`config.mk`:
```
export PLATFORM = sky130hd
export DESIGN_NAME = hazard_stall_ctrl
export DESIGN_NICKNAME = d
export VERILOG_FILES = /design/src/rtl/hazard_stall_ctrl.sv
export SDC_FILE = /design/constraint.sdc
export NUM_CORES = 1
export LEC_CHECK = 0
export BUFFER_PORTS_ARGS = -buffer_cell sky130_fd_sc_hd__buf_2
export CAP_MARGIN = 15
export CELL_PAD_IN_SITES_DETAIL_PLACEMENT = 0
export CELL_PAD_IN_SITES_GLOBAL_PLACEMENT = 1
export CORE_AREA = 8 8 92 74
export CTS_BUF_LIST = sky130_fd_sc_hd__clkbuf_8
export DETAILED_ROUTE_END_ITERATION = 8
export DIE_AREA = 0 0 100 82
export MAX_ROUTING_LAYER = met4
export PLACE_DENSITY = 0.84
export RECOVER_POWER = 100
export SYNTH_ARGS = -nofsm -noshare
export SYNTH_HDL_FRONTEND = slang
export SYNTH_SLANG_ARGS = --single-unit
```
`constraint.sdc`:
```
create_clock -name clk_i -period 6.3 [get_ports clk_i]
set_clock_uncertainty 0.1 [all_clocks]
set_input_delay 0 -clock clk_i [delete_from_list [all_inputs] [get_ports clk_i]]
set_output_delay 0 -clock clk_i [all_outputs]
set_load 0.005 [all_outputs]
```
`src/rtl/hazard_stall_ctrl.sv`:
```
// -----------------------------------------------------------------------------
// hazard_stall_ctrl
//
// ID-stage load-use hazard detector with multi-cycle load-use latency,
// per-operand use qualifiers, optional x0 filtering, D-cache freeze handling
// and saturating stall/bubble performance counters.
//
// Ports:
//   clk_i, rst_i        clock, synchronous active-high reset
//   ex_memread_i        EX instruction is a load
//   ex_rd_i             EX destination register
//   id_rs1_i/id_rs2_i   ID source registers
//   id_use_rs1_i/_rs2_i ID instruction actually reads rs1/rs2
//   mem_stall_i         D-cache busy, whole pipeline must freeze
//   cnt_clr_i           synchronous clear of both counters
//   pc_write_o          1 = PC may advance
//   ifid_stall_o        1 = hold IF/ID
//   noop_o              1 = insert bubble into ID/EX
//   freeze_o            1 = hold every pipeline register
//   busy_o              1 = controller not in IDLE
//   stall_cnt_o         cycles with pc_write_o == 0 (saturating)
//   bubble_cnt_o        cycles with noop_o == 1 (saturating)
//
// Handshake: there is no valid/ready pair here; every control output is a
// level that applies to the current cycle and is derived only from the
// registered state and the current-cycle inputs (no output feeds back).
// -----------------------------------------------------------------------------
module hazard_stall_ctrl #(
  parameter int REG_AW          = 5,
  parameter int LOAD_USE_CYCLES = 1,
  parameter int IGNORE_X0       = 1,
  parameter int CNT_W           = 16
) (
  input  logic              clk_i,
  input  logic              rst_i,
  input  logic              ex_memread_i,
  input  logic [REG_AW-1:0] ex_rd_i,
  input  logic [REG_AW-1:0] id_rs1_i,
  input  logic [REG_AW-1:0] id_rs2_i,
  input  logic              id_use_rs1_i,
  input  logic              id_use_rs2_i,
  input  logic              mem_stall_i,
  input  logic              cnt_clr_i,
  output logic              pc_write_o,
  output logic              ifid_stall_o,
  output logic              noop_o,
  output logic              freeze_o,
  output logic              busy_o,
  output logic [CNT_W-1:0]  stall_cnt_o,
  output logic [CNT_W-1:0]  bubble_cnt_o
);

  typedef enum logic [1:0] {
    IDLE   = 2'd0,
    BUBBLE = 2'd1,
    FREEZE = 2'd2
  } state_e;

  // Bubbles still owed after the one issued in the hazard-detect cycle.
  localparam logic [3:0] BUB_INIT = 4'(LOAD_USE_CYCLES - 1);

  state_e           state_q, state_d;
  state_e           resume_q, resume_d;
  state_e           eff_state;
  logic [3:0]       bub_cnt_q, bub_cnt_d;
  logic [CNT_W-1:0] stall_cnt_q, stall_cnt_d;
  logic [CNT_W-1:0] bubble_cnt_q, bubble_cnt_d;

  logic hit;
  logic rd_is_x0;
  logic pc_write, ifid_stall, noop, freeze;

  // Hazard detect: load in EX whose destination a live ID operand reads.
  always_comb begin
    rd_is_x0 = (IGNORE_X0 != 0) && (ex_rd_i == '0);
    hit      = ex_memread_i && !rd_is_x0 &&
               ((id_use_rs1_i && (ex_rd_i == id_rs1_i)) ||
                (id_use_rs2_i && (ex_rd_i == id_rs2_i)));
  end

  // Next-state and output decode. When a freeze ends, the cycle behaves as
  // the state that was interrupted, so the decode runs on eff_state.
  always_comb begin
    eff_state  = (state_q == FREEZE && !mem_stall_i) ? resume_q : state_q;
    state_d    = eff_state;
    resume_d   = resume_q;
    bub_cnt_d  = bub_cnt_q;
    pc_write   = 1'b1;
    ifid_stall = 1'b0;
    noop       = 1'b0;
    freeze     = 1'b0;

    case (eff_state)
      FREEZE: begin
        freeze     = 1'b1;
        pc_write   = 1'b0;
        ifid_stall = 1'b1;
      end
      BUBBLE: begin
        if (mem_stall_i) begin
          // Bubble count is held so the total per hazard stays exact.
          freeze     = 1'b1;
          pc_write   = 1'b0;
          ifid_stall = 1'b1;
          state_d    = FREEZE;
          resume_d   = BUBBLE;
        end else begin
          pc_write   = 1'b0;
          ifid_stall = 1'b1;
          noop       = 1'b1;
          bub_cnt_d  = bub_cnt_q - 4'd1;
          state_d    = (bub_cnt_q == 4'd1) ? IDLE : BUBBLE;
        end
      end
      default: begin
        if (mem_stall_i) begin
          // Freeze wins; a hazard present now is re-evaluated on release.
          freeze     = 1'b1;
          pc_write   = 1'b0;
          ifid_stall = 1'b1;
          state_d    = FREEZE;
          resume_d   = IDLE;
        end else if (hit) begin
          pc_write   = 1'b0;
          ifid_stall = 1'b1;
          noop       = 1'b1;
          if (LOAD_USE_CYCLES > 1) begin
            state_d   = BUBBLE;
            bub_cnt_d = BUB_INIT;
          end else begin
            state_d   = IDLE;
          end
        end else begin
          state_d = IDLE;
        end
      end
    endcase

    if (rst_i) begin
      pc_write   = 1'b1;
      ifid_stall = 1'b0;
      noop       = 1'b0;
      freeze     = 1'b0;
    end
  end

  // Saturating performance counters; clear overrides increment.
  always_comb begin
    stall_cnt_d  = stall_cnt_q;
    bubble_cnt_d = bubble_cnt_q;
    if (cnt_clr_i) begin
      stall_cnt_d  = '0;
      bubble_cnt_d = '0;
    end else begin
      if (!pc_write && (stall_cnt_q != '1)) begin
        stall_cnt_d = stall_cnt_q + 1'b1;
      end
      if (noop && (bubble_cnt_q != '1)) begin
        bubble_cnt_d = bubble_cnt_q + 1'b1;
      end
    end
  end

  always_ff @(posedge clk_i) begin
    if (rst_i) begin
      state_q      <= IDLE;
      resume_q     <= IDLE;
      bub_cnt_q    <= 4'd0;
      stall_cnt_q  <= '0;
      bubble_cnt_q <= '0;
    end else begin
      state_q      <= state_d;
      resume_q     <= resume_d;
      bub_cnt_q    <= bub_cnt_d;
      stall_cnt_q  <= stall_cnt_d;
      bubble_cnt_q <= bubble_cnt_d;
    end
  end

  assign pc_write_o   = pc_write;
  assign ifid_stall_o = ifid_stall;
  assign noop_o       = noop;
  assign freeze_o     = freeze;
  assign busy_o       = (state_q != IDLE) && !rst_i;
  assign stall_cnt_o  = stall_cnt_q;
  assign bubble_cnt_o = bubble_cnt_q;

endmodule

```
==> Flow_metrics.wiki <==
{| class="wikitable"
! Metric !! Value
|-
| Number of DRC violations after detailed-routing iteration 0 || 73
|-
| Switch Pwr || 112.2 uW
|-
| Total grt overflow || 0
|-
| All-Layer GR Usage || 0.1392
|-
| Fin. max-slew vios || 0
|-
| Setup slack of the critical path after layout || 3138 ps
|-
| Via count || 2082
|-
| Post-route minimum period || 3162 ps
|-
| Max-cap check violation count || 0
|-
| Post-synthesis compound-gate area fraction || 0.2135
|-
| Cell Int Power || 391.1 uW
|-
| Area share of xor/xnor cells in the synthesized design || 0.06342
|-
| Net switching fraction of the power || 0.2228
|-
| Post-detailed-placement half-perimeter wirelength || 4136 um
|-
| Most used flip-flop cell after synthesis || dfxtp_1
|-
| Core Rows || 24
|-
| Starting density of the core || 0.4043
|-
| Number of search-and-repair iterations in the first detailed-routing pass || 4
|-
| Outcome || complete, no violations
|-
| Distinct cell type count after synthesis || 52
|-
| Routed len/inst || 13.75 um
|-
| Clock root buffer || clkbuf_8
|-
| CP max FO || 20
|-
| Area added between synthesis and finish || 18.97%
|-
| Number of enable-type register cells in the synthesized netlist || 0
|-
| Family of cells with the greatest summed delay on the critical path || compound AO/OA/AOI/OAI gates
|-
| Gate count of the mapped netlist || 265
|-
| Port-buffer cells || 58
|-
| Relative contribution of combinational cells to total power || 0.075
|-
| Final Hold Viols || 0
|-
| Worst Max-Slew Pin Slew || 1292 ps
|-
| Worst-Skew Late Latency || 290 ps
|-
| Adder-Cell Fraction of Synth Area || 0.03398
|-
| Yosys top cell area share || 0.3533
|-
| Setup-failing EPs final || 0
|-
| Setup fix buffers added after clock tree synthesis || 0
|-
| Largest family of logic cells by synthesized area || simple AND/OR/NAND/NOR gates
|-
| Number of CTS-inserted buffers || 5
|-
| Wire length of the first global-routing pass || 9135 um
|-
| Nature of the critical path endpoint || flip-flop
|-
| Number of flip-flops and latches in the synthesized netlist || 39
|-
| Maximum number of pins on one net before global-route repair || 31
|-
| Share of cell area taken by muxes after synthesis || 0.009060
|-
| Crit path largest cell delay || 1030 ps
|-
| Total wire length after detailed routing || 5527 um
|-
| Buffers & Inverters on Critical Path || 3
|-
| Final Net Count || 351
|-
| Worst endpoint required time || 6350 ps
|-
| Most common cell in the synthesized netlist || dfxtp_1
|-
| Total number of H-tree levels || 2
|-
| Worst path arrival time || 3210 ps
|-
| DRC || 0
|-
| Number of routed nets with antenna violations || 0
|-
| Static leakage || 0.8855 nW
|-
| Clock transition at the registers of the reported paths || 70 ps
|-
| Main area contributors after synthesis || dfxtp_1 35%, a21oi_1 6.3%, xnor2_1 4.8%, o31ai_1 4.1%, or3_1 4.0%
|-
| Via count of the first global-routing pass || 1963
|-
| Worst setup slack before clock tree synthesis || 3497 ps
|-
| Post-CTS resize count || 0
|-
| Gp weighted congestion || 0.7603
|-
| Part of the power in registers || 0.492
|-
| Post-Syn Nets || 293
|-
| Core Region || 5465 um^2
|-
| Die extent in x || 100 um
|-
| Critical path class || primary input to flip-flop
|-
| Post-route setup TNS || 0 ps
|-
| Area of the die || 8200 um^2
|-
| TritonCTS clock tree || built
|-
| Timing-limited maximum frequency || 316.3 MHz
|-
| CP max-delay cell || a21oi_1
|-
| Async SR Flop Fraction || 0
|-
| Number of clock sinks seen by CTS || 39
|-
| YS warnings || 0
|-
| Ports placed on the boundary || 59
|-
| Post-synthesis cell type with the largest combined area || dfxtp_1
|-
| Count of filler cells inserted in the layout || 597
|-
| Netlist area before placement || 2210 um^2
|-
| Setup crit start kind || primary input
|-
| Maximum count of clock buffers along a single path || 2
|-
| Clock group share of total power || 0.433
|-
| Height of the chip || 82 um
|-
| Share of the cycle needed by the critical path after routing || 0.5019
|-
| Initial antenna violation count || 0
|-
| Average instance area after synthesis || 8.338 um^2
|-
| Post-synth top cells || 39 x dfxtp_1, 28 x a21oi_1, 22 x nor2_1
|-
| IR drop worst, VDD || 0.00006920 V
|-
| Detail-routed via count per cell || 5.179
|-
| ANT cells || 0
|-
| PD cells || 191.4 nW/um^2
|-
| Share of synthesized cell area in and, or, nand and nor gates || 0.2763
|-
| Hold/Removal Path Class || primary input to flip-flop
|-
| Relative max-transition margin || 0.1387
|-
| Post-synthesis sequential area ratio || 0.3533
|-
| Fraction of final layout cells sized beyond drive strength 1 || 0.1667
|-
| Critical path cell sequence || dlygate4sd3_1, clkbuf_1, inv_1, a31oi_1, ha_1, nor2b_1, nand2b_1, a211oi_1, a21oi_1, mux2i_1, nor2_1
|-
| RSZ-0062 raised after global routing || no
|}
==> repair_timing <==
item / CTS / global route
endpoints found under the hold margin: 7 / 0
setup endpoints to repair: 0 / 0
hold buffers: 3 / 0
==> flip-flops by register name, summed over array words and instances (netlist names) <==
register,count
stall_cnt_o,16
state_q,2
bubble_cnt_o,16
resume_q,1
bub_cnt_q,4
==> worst register-to-register path: stages (launching register included) <==
cell	delay, ps
dfxtp_1	430
ha_1	230
nand3_2	170
nor3_1	470
a211oi_1	140
a21oi_1	1030
mux2i_1	290
nor2_1	70
==> area by class of cell <==
cell class	count	area, um^2	area share
multi-input cells	202	1291	0.4912
flip-flops and latches	39	780.7	0.2970
repair buffers	61	289.0	0.1099
well taps	78	97.59	0.03713
clock buffers	6	82.58	0.03141
inverters	14	52.55	0.01999
clock inverters	2	35.03	0.01333
==> per-stage QoR <==
stage	utilization	cell area [um^2]	hold WS, ps	power, mW	std cells
finish	0.4810	2629	190.2	0.5033	402
global route	0.4810	2629	220.0	0.5232	402
CTS	0.4915	2686	156.5	0.5105	402
detailed placement	0.4645	2539	207.7	0.2916	391
global placement	0.4645	2539	201.7	0.2914	391
floorplan	-	2210	22.38	0.2770	265
==> layout by cell type (no fill, tap or decap), drive strengths merged, types with 2 or more instances in the layout <==
cell type / netlist / routed
nand3: 15 / 15
nand2b: 3 / 3
inv: 14 / 14
o21ai: 18 / 18
buf: 4 / 32
clkbuf: 6 / 32
or3: 14 / 14
a211oi: 2 / 2
dlygate4sd3: 0 / 3
nor2: 22 / 22
a21boi: 2 / 2
dfxtp: 39 / 39
nand2: 15 / 15
nor2b: 2 / 2
nor4: 5 / 5
a21oi: 31 / 31
or4: 12 / 12
o31ai: 12 / 12
xnor2: 12 / 12
xor2: 4 / 4
nor3: 5 / 5
or2: 2 / 2
ha: 6 / 6
nand4: 6 / 6
mux2i: 2 / 2
==> power by group through the flow <==
stage          Sequential, mW  Clock, mW  Combinational [mW]
2_1_floorplan           0.253          0              0.0236
3_3_place_gp            0.253          0              0.0380
3_5_place_dp            0.253          0              0.0381
4_1_cts                 0.248      0.223              0.0397
5_1_grt                 0.248      0.234              0.0419
6_report                0.248      0.218              0.0377
==> cells by family (layout without fill, tap and decap cells) <==
family / Yosys count / count (layout)
flops: 39 / 39
fa+ha+maj: 6 / 6
xor+xnor: 16 / 16
buf+inv: 24 / 83
compound gates: 73 / 73
simple gates: 105 / 105
mux: 2 / 2
==> layer usage <==
metal	part of all wire	GRT usage	up-vias	wire (um)
met3	0.045	0.03556	5	250
met1	0.52	0.1773	938	2874
met2	0.42	0.2106	47	2347
li1	-	-	1092	-
met4	0.010	0.04511	0	55
met5	0	-	-	0
==> path summary, 6_finish.rpt <==
path / from / to / slack [ps] / cells after the start
setup / recovery: mem_stall_i / bubble_cnt_o[1] / 3140 / 11
hold / removal: ex_memread_i / stall_cnt_o[2] / 190 / 6
hold reg to reg: resume_q[0] / resume_q[0] / 380 / 2
setup reg to reg: bubble_cnt_o[0] / bubble_cnt_o[1] / 3230 / 7
Power figures use the tool's default switching activity.
